--- src/rtl/sd_loader_pkg.sv ---
// Shared constants and types for the SD block loader: sd_reader register map,
// status bit positions, error codes and sequencer states.
package sd_loader_pkg;

  localparam logic [7:0]  ADDR_CMD_ARG   = 8'd139;
  localparam logic [7:0]  ADDR_CMD       = 8'd140;
  localparam logic [7:0]  ADDR_ASR       = 8'd141;
  localparam logic [31:0] CMD_READ_BLOCK = 32'd17;

  localparam int unsigned ASR_BIT_PRESENT = 1;
  localparam int unsigned ASR_BIT_BUSY    = 2;
  localparam int unsigned ASR_BIT_TIMEOUT = 3;
  localparam int unsigned ASR_BIT_CRC     = 4;

  localparam logic [6:0] LAST_WORD = 7'd127;

  typedef enum logic [1:0] {
    ERR_NONE       = 2'd0,
    ERR_NO_CARD    = 2'd1,
    ERR_SD         = 2'd2,
    ERR_POLL_LIMIT = 2'd3
  } err_code_t;

  typedef enum logic [3:0] {
    ST_IDLE,
    ST_RD_ASR0,
    ST_WR_ARG,
    ST_WR_CMD,
    ST_POLL,
    ST_RD_WORD,
    ST_EMIT,
    ST_DONE,
    ST_ERROR
  } state_t;

  // Byte address of a block: block * 512, anything above 32 bits is dropped.
  function automatic logic [31:0] block_byte_addr(input logic [22:0] blk);
    return {blk, 9'b0};
  endfunction

endpackage

--- src/rtl/sd_word_serializer.sv ---
// Holds one 32-bit buffer word and hands it out as four little-endian bytes
// over a valid/ready handshake.
module sd_word_serializer (
  input  logic        i_clock,
  input  logic        i_reset,
  input  logic        i_load,
  input  logic [31:0] i_word,
  input  logic        i_ready,
  output logic        o_valid,
  output logic [7:0]  o_data,
  output logic [1:0]  o_lane,
  output logic        o_last_accepted
);

  logic [31:0] word_q;
  logic [1:0]  lane_q;
  logic        valid_q;
  logic        fire;

  assign fire = valid_q & i_ready;

  // Load a fresh word, then step through lanes on each accepted byte.
  always_ff @(posedge i_clock) begin
    if (i_reset) begin
      word_q  <= '0;
      lane_q  <= '0;
      valid_q <= 1'b0;
    end else if (i_load) begin
      word_q  <= i_word;
      lane_q  <= '0;
      valid_q <= 1'b1;
    end else if (fire) begin
      lane_q <= lane_q + 2'd1;
      if (lane_q == 2'd3) begin
        valid_q <= 1'b0;
      end
    end
  end

  assign o_valid         = valid_q;
  assign o_data          = word_q[{lane_q, 3'b000} +: 8];
  assign o_lane          = lane_q;
  assign o_last_accepted = fire & (lane_q == 2'd3);

endmodule

--- src/rtl/sd_block_loader.sv ---
// Avalon-MM master that asks the sd_reader slave for one 512-byte block and
// streams the buffer out byte by byte.
//
// state      | meaning
// IDLE       | waiting for i_start
// RD_ASR0    | one status read to confirm a card is present
// WR_ARG     | write block byte address to the command-argument register
// WR_CMD     | write READ_BLOCK to the command register
// POLL       | read status until the command finishes, fails or we give up
// RD_WORD    | read the next 32-bit buffer word
// EMIT       | hand the word's four bytes to the consumer
// DONE       | one-cycle done pulse
// ERROR      | one-cycle error pulse
module sd_block_loader
  import sd_loader_pkg::*;
#(
  parameter int unsigned POLL_LIMIT = 2000000,
  parameter int unsigned POLL_W     = 21
) (
  input  logic        i_clock,
  input  logic        i_reset,
  input  logic        i_start,
  input  logic [31:0] i_block_addr,
  output logic        o_busy,
  output logic        o_done,
  output logic        o_error,
  output logic [1:0]  o_error_code,
  output logic [7:0]  o_avm_address,
  output logic        o_avm_read,
  output logic        o_avm_write,
  output logic [3:0]  o_avm_byteenable,
  output logic [31:0] o_avm_writedata,
  input  logic [31:0] i_avm_readdata,
  input  logic        i_avm_waitrequest,
  output logic        o_byte_valid,
  output logic [7:0]  o_byte_data,
  output logic [8:0]  o_byte_index,
  input  logic        i_byte_ready
);

  state_t            state_q;
  logic              read_q;
  logic              write_q;
  logic [7:0]        addr_q;
  logic [31:0]       wdata_q;
  logic [22:0]       blk_q;
  logic [6:0]        word_q;
  logic [POLL_W-1:0] poll_q;
  logic [POLL_W-1:0] poll_d;
  logic              busy_q;
  logic              done_q;
  logic              error_q;
  err_code_t         code_q;

  logic              xfer_done;
  logic              poll_at_limit;
  logic              ser_load;
  logic              ser_valid;
  logic [7:0]        ser_data;
  logic [1:0]        ser_lane;
  logic              ser_last;

  // Block numbers above bit 22 would overflow the 32-bit byte address.
  logic              unused_blk_hi;
  assign unused_blk_hi = ^i_block_addr[31:23];

  // An access finishes in the first cycle the slave drops waitrequest.
  assign xfer_done     = (read_q | write_q) & ~i_avm_waitrequest;
  assign poll_d        = poll_q + 1'b1;
  assign poll_at_limit = (poll_d == POLL_W'(POLL_LIMIT));
  assign ser_load      = (state_q == ST_RD_WORD) & xfer_done;

  // Sequencer: state, Avalon strobes and status outputs in one registered block.
  always_ff @(posedge i_clock) begin
    if (i_reset) begin
      state_q <= ST_IDLE;
      read_q  <= 1'b0;
      write_q <= 1'b0;
      addr_q  <= '0;
      wdata_q <= '0;
      blk_q   <= '0;
      word_q  <= '0;
      poll_q  <= '0;
      busy_q  <= 1'b0;
      done_q  <= 1'b0;
      error_q <= 1'b0;
      code_q  <= ERR_NONE;
    end else begin
      done_q  <= 1'b0;
      error_q <= 1'b0;
      unique case (state_q)
        ST_IDLE: begin
          if (i_start) begin
            blk_q   <= i_block_addr[22:0];
            busy_q  <= 1'b1;
            code_q  <= ERR_NONE;
            state_q <= ST_RD_ASR0;
          end
        end
        ST_RD_ASR0: begin
          if (!read_q) begin
            read_q <= 1'b1;
            addr_q <= ADDR_ASR;
          end else if (xfer_done) begin
            read_q <= 1'b0;
            if (!i_avm_readdata[ASR_BIT_PRESENT]) begin
              code_q  <= ERR_NO_CARD;
              error_q <= 1'b1;
              state_q <= ST_ERROR;
            end else begin
              state_q <= ST_WR_ARG;
            end
          end
        end
        ST_WR_ARG: begin
          if (!write_q) begin
            write_q <= 1'b1;
            addr_q  <= ADDR_CMD_ARG;
            wdata_q <= block_byte_addr(blk_q);
          end else if (xfer_done) begin
            write_q <= 1'b0;
            state_q <= ST_WR_CMD;
          end
        end
        ST_WR_CMD: begin
          if (!write_q) begin
            write_q <= 1'b1;
            addr_q  <= ADDR_CMD;
            wdata_q <= CMD_READ_BLOCK;
          end else if (xfer_done) begin
            write_q <= 1'b0;
            poll_q  <= '0;
            state_q <= ST_POLL;
          end
        end
        ST_POLL: begin
          if (!read_q) begin
            read_q <= 1'b1;
            addr_q <= ADDR_ASR;
          end else if (xfer_done) begin
            read_q <= 1'b0;
            poll_q <= poll_d;
            // A reported SD failure wins even if the busy bit already cleared.
            if (i_avm_readdata[ASR_BIT_TIMEOUT] || i_avm_readdata[ASR_BIT_CRC]) begin
              code_q  <= ERR_SD;
              error_q <= 1'b1;
              state_q <= ST_ERROR;
            end else if (!i_avm_readdata[ASR_BIT_BUSY]) begin
              word_q  <= '0;
              state_q <= ST_RD_WORD;
            end else if (poll_at_limit) begin
              code_q  <= ERR_POLL_LIMIT;
              error_q <= 1'b1;
              state_q <= ST_ERROR;
            end
          end
        end
        ST_RD_WORD: begin
          if (!read_q) begin
            read_q <= 1'b1;
            addr_q <= {1'b0, word_q};
          end else if (xfer_done) begin
            read_q  <= 1'b0;
            state_q <= ST_EMIT;
          end
        end
        ST_EMIT: begin
          if (ser_last) begin
            if (word_q == LAST_WORD) begin
              done_q  <= 1'b1;
              state_q <= ST_DONE;
            end else begin
              word_q  <= word_q + 7'd1;
              state_q <= ST_RD_WORD;
            end
          end
        end
        ST_DONE: begin
          busy_q  <= 1'b0;
          state_q <= ST_IDLE;
        end
        ST_ERROR: begin
          busy_q  <= 1'b0;
          state_q <= ST_IDLE;
        end
        default: begin
          state_q <= ST_IDLE;
        end
      endcase
    end
  end

  sd_word_serializer u_serializer (
    .i_clock         (i_clock),
    .i_reset         (i_reset),
    .i_load          (ser_load),
    .i_word          (i_avm_readdata),
    .i_ready         (i_byte_ready),
    .o_valid         (ser_valid),
    .o_data          (ser_data),
    .o_lane          (ser_lane),
    .o_last_accepted (ser_last)
  );

  // Strobes are masked by reset directly so a reset drops them without waiting for the edge.
  assign o_avm_read       = read_q & ~i_reset;
  assign o_avm_write      = write_q & ~i_reset;
  assign o_avm_address    = addr_q;
  assign o_avm_writedata  = wdata_q;
  assign o_avm_byteenable = 4'hF;

  assign o_busy       = busy_q;
  assign o_done       = done_q;
  assign o_error      = error_q;
  assign o_error_code = code_q;

  assign o_byte_valid = ser_valid;
  assign o_byte_data  = ser_data;
  assign o_byte_index = {word_q, ser_lane};

endmodule

--- config.mk ---
export PLATFORM = sky130hd
export DESIGN_NAME = sd_block_loader
export DESIGN_NICKNAME = d
export VERILOG_FILES = /design/src/rtl/sd_loader_pkg.sv /design/src/rtl/sd_word_serializer.sv /design/src/rtl/sd_block_loader.sv
export SDC_FILE = /design/constraint.sdc
export NUM_CORES = 1
export LEC_CHECK = 0
export CORE_MARGIN = 5
export CORE_UTILIZATION = 50
export CTS_CLUSTER_SIZE = 40
export DETAILED_ROUTE_END_ITERATION = 10
export PLACE_DENSITY = 0.8
export SLEW_MARGIN = 10
export SYNTH_ARGS = -nofsm -noshare
export SYNTH_HDL_FRONTEND = slang
export SYNTH_SLANG_ARGS = --single-unit
--- constraint.sdc ---
create_clock -name i_clock -period 3.87 [get_ports i_clock]
set_clock_uncertainty 0.05 [all_clocks]
set_input_delay 0.387 -clock i_clock [delete_from_list [all_inputs] [get_ports i_clock]]
set_output_delay 0.387 -clock i_clock [all_outputs]
set_load 0.01 [all_outputs]
==> results.cfg <==
[yosys]
synth_cells = 750
netlist_area_mm2 = 0.00597
synth_top_family_by_area = simple AND/OR/NAND/NOR gates
synth_ff_type = dfxtp_1
synthAdderAreaFrac_pct = 0.838
synth.avg_cell_area_um2 = 7.96
yosysUniqueCellTypes = 61
synth_edf_count = 0
yosysWarnings = 0
yosysTopAreaCell = dfxtp_1
async_flop_share_pct = 0
ys_ff_latch = 129
synth-compound-area-share_pct = 17.1
synth.top_cell.area_share_pct = 43.3
synthTopCellsByArea = dfxtp_1, nand2_1, a21oi_1
synth_mux_area_share_pct = 4.28
ys_seq_area_share_pct = 43.3
synth-xor-area-share_pct = 1.47
synthSimpleGateAreaFrac_pct = 27.2

[cts]
cts.clk_slew.worst_paths_ns = 0.06
cts_tree = done
cts_root_buf = clkbuf_16
clk_path_buf_depth = 2
cts_made_buffers = 17
cts.repair.resized = 0
clock_latency_ns = 0.43
htree_levels = 4
ctsHoldBuffers = 0
clock_sinks = 129
post_cts_buffers = 0

[sta]
hold_viol_final = 0
setup_viol = 0
tightest_slew_ns = 1.08
finalMaxSlewViolations = 0
fmax_ghz = 0.309
rsz0062_at_grt = no
finalCriticalPeriod_ns = 3.24
max_slew_margin_pct = 27.8
fin_setup_tns_ns = 0
fin_ws_ns = 0.635
period_share_pct = 83.6

[final_layout]
drive_above_1_share_pct = 8.00
final_cell_count_no_fill = 997
multi_input_area_mm2 = 0.00309
syn_to_final_growth_pct = 29.3
fill_cells = 957
regArea_mm2 = 0.00258
antennaDiodeCount = 0
layout.nets = 910
final_util_pct = 65.1

[floorplan]
rows = 40
die_area_mm2 = 0.0142
die_w_um = 119
io_pins = 138
die_h_um = 119
core-area_mm2 = 0.0119
start_util_pct = 50.3

[routing]
wl_per_cell_um = 15.7
drc = 0
drtPass1Iterations = 7
drt_wl_total_mm = 15.6
drtAntennaViolNets = 0
drtIter0Drc = 553
num_vias = 5633
viasPerCell = 5.65

[power]
pwr-share-clk_pct = 42.3
p_comb_share_pct = 19.1
swShare_pct = 29.2
seqPwrFrac_pct = 38.5
power_per_cell_area_mw_per_mm2 = 508
max-vdd-ir-drop_uv = 282
p_leak_uw = 0.00261
power_switching_uw = 1150
p_int_uw = 2770

[worst_setup_path]
crit_chain = ha_1 -> inv_1 -> nor3_1 -> a31oi_1 -> a2111oi_4 -> o2111ai_2 -> a31oi_4 -> mux2_4
arrival_ns = 3.51
critPathRequiredTime_ns = 4.14
max_stage_delay_ns = 0.52
end_kind = register
slowest_stage = nor3_1
path_class = reg2reg
critPathLaunchType = register
path_max_fanout = 13

[placement]
place_congestion = 0.917
io_buffers = 117
dp_cells = 965
dpl.hpwl_mm = 10.8
pre_cts_slack_ns = 0.716

[flow_run]
drv_cap = 0

[global_route]
grt_max_degree = 78
grt_antenna_before_repair = 0
globalRouteTotalUtil_pct = 21.8
grt_overflow = 0
grt_pass1_vias = 5325
grt_pass1_wl_mm = 25.4

[worst_hold_path]
min_path_type = reg2reg

[status]
outcome = finished, final reports clean
final timing paths:
check | startpoint | end | slack [ns] | depth (start not counted)
max | poll_q[0]$_SDFFE_PP0P_ | state_q[0]$_SDFFE_PP0P_ | 0.63 | 8
max reg2reg | poll_q[0]$_SDFFE_PP0P_ | state_q[0]$_SDFFE_PP0P_ | 0.63 | 8
min | u_serializer.word_q[28]$_SDFFE_PP0P_ | u_serializer.word_q[28]$_SDFFE_PP0P_ | 0.40 | 2
min reg2reg | u_serializer.word_q[28]$_SDFFE_PP0P_ | u_serializer.word_q[28]$_SDFFE_PP0P_ | 0.40 | 2
state kept, by name (all words and copies together) (netlist names), 2 cells and up:
register,count
word_q,7
o_error_code,2
u_serializer.word_q,32
poll_q,21
blk_q,23
state_q,4
o_avm_address,8
o_avm_writedata,24
u_serializer.o_lane,2
synthesized netlist by cell type, types with 3 or more instances:
master    count
nand2_1     179
dfxtp_1     129
a21oi_1     121
nor2_1       48
clkbuf_1     45
o21ai_0      24
nor3_1       17
buf_4        15
nand3_1      14
nand3b_1     10
nand2b_1      9
nor4_1        9
a31oi_1       8
mux4_2        8
or3_1         8
nor2b_1       7
xnor2_1       7
and2_1        6
mux2i_1       6
nand4_1       6
buf_2         5
a21o_1        4
ha_1          4
inv_1         4
nand4b_1      4
a211oi_1      3
and3_1        3
o211ai_1      3
xor2_1        3
cell families after synthesis:
| kind of cell | after synthesis |
|---|---|
| and+or+nand+nor | 340 |
| AOI/OAI and AO/OA | 179 |
| DFF | 129 |
| buffers and inverters | 71 |
| muxes | 15 |
| xor gates and xnor gates | 10 |
| adders and majority gates | 4 |
| other | 2 |
power groups by stage:
stage	clock network (uW)	registers, uW	logic, uW
finish	1660	1510	749
global route	1730	1520	832
CTS	1670	1510	748
detailed placement	0	1540	743
global placement	0	1530	728
floorplan	0	1530	478
critical path: cells and delay by family (launching register included):
kind                       cells  cell delay (ns)
and+or+nand+nor                1             0.52
buffers and inverters          1             0.13
adders and majority gates      1             0.51
AOI/OAI and AO/OA              4             1.16
muxes                          1             0.32
DFF                            1             0.45
layer usage:
layer / share of wire [%] / track usage [%]
met5: 0 / 0
met4: 2.0 / 8.76
met3: 8.7 / 8.59
met2: 47 / 33.9
met1: 43 / 27.0
layout by cell type, fill, tap and decap left out, types with 7 or more instances in the layout:
cell type / n
xnor2_1: 7
buf_4: 10
or3_1: 8
o21ai_0: 24
nor4_1: 9
nand3b_1: 10
nand2_1: 179
nor2b_1: 7
a21oi_1: 121
clkdlybuf4s50_1: 116
conb_1: 11
nand3_1: 14
nor3_1: 15
a31oi_1: 8
dfxtp_1: 129
nor2_1: 48
clkbuf_16: 17
nand2b_1: 9
mux4_2: 8
metrics by stage:
stage | power, uW | hold slack [ns] | area [um^2]
final | 3920 | 0.402 | 7720
after global routing | 4090 | 0.425 | 7720
after CTS | 3930 | 0.405 | 7720
after detailed placement | 2280 | 0.397 | 7110
after global placement | 2260 | 0.385 | 7110
after floorplan | 2010 | 0.382 | 6000
final cells by class:
cell class                      count  share of cell area, %
Sequential cell                   129                   33.5
Clock inverter                     14                   2.32
Clock buffer                       18                   5.56
Multi-Input combinational cell    559                   40.1
Tap cell                          147                   2.38
Timing Repair Buffer              126                   16.0
Inverter                            4                  0.194
(Power assumes the default switching activity.)
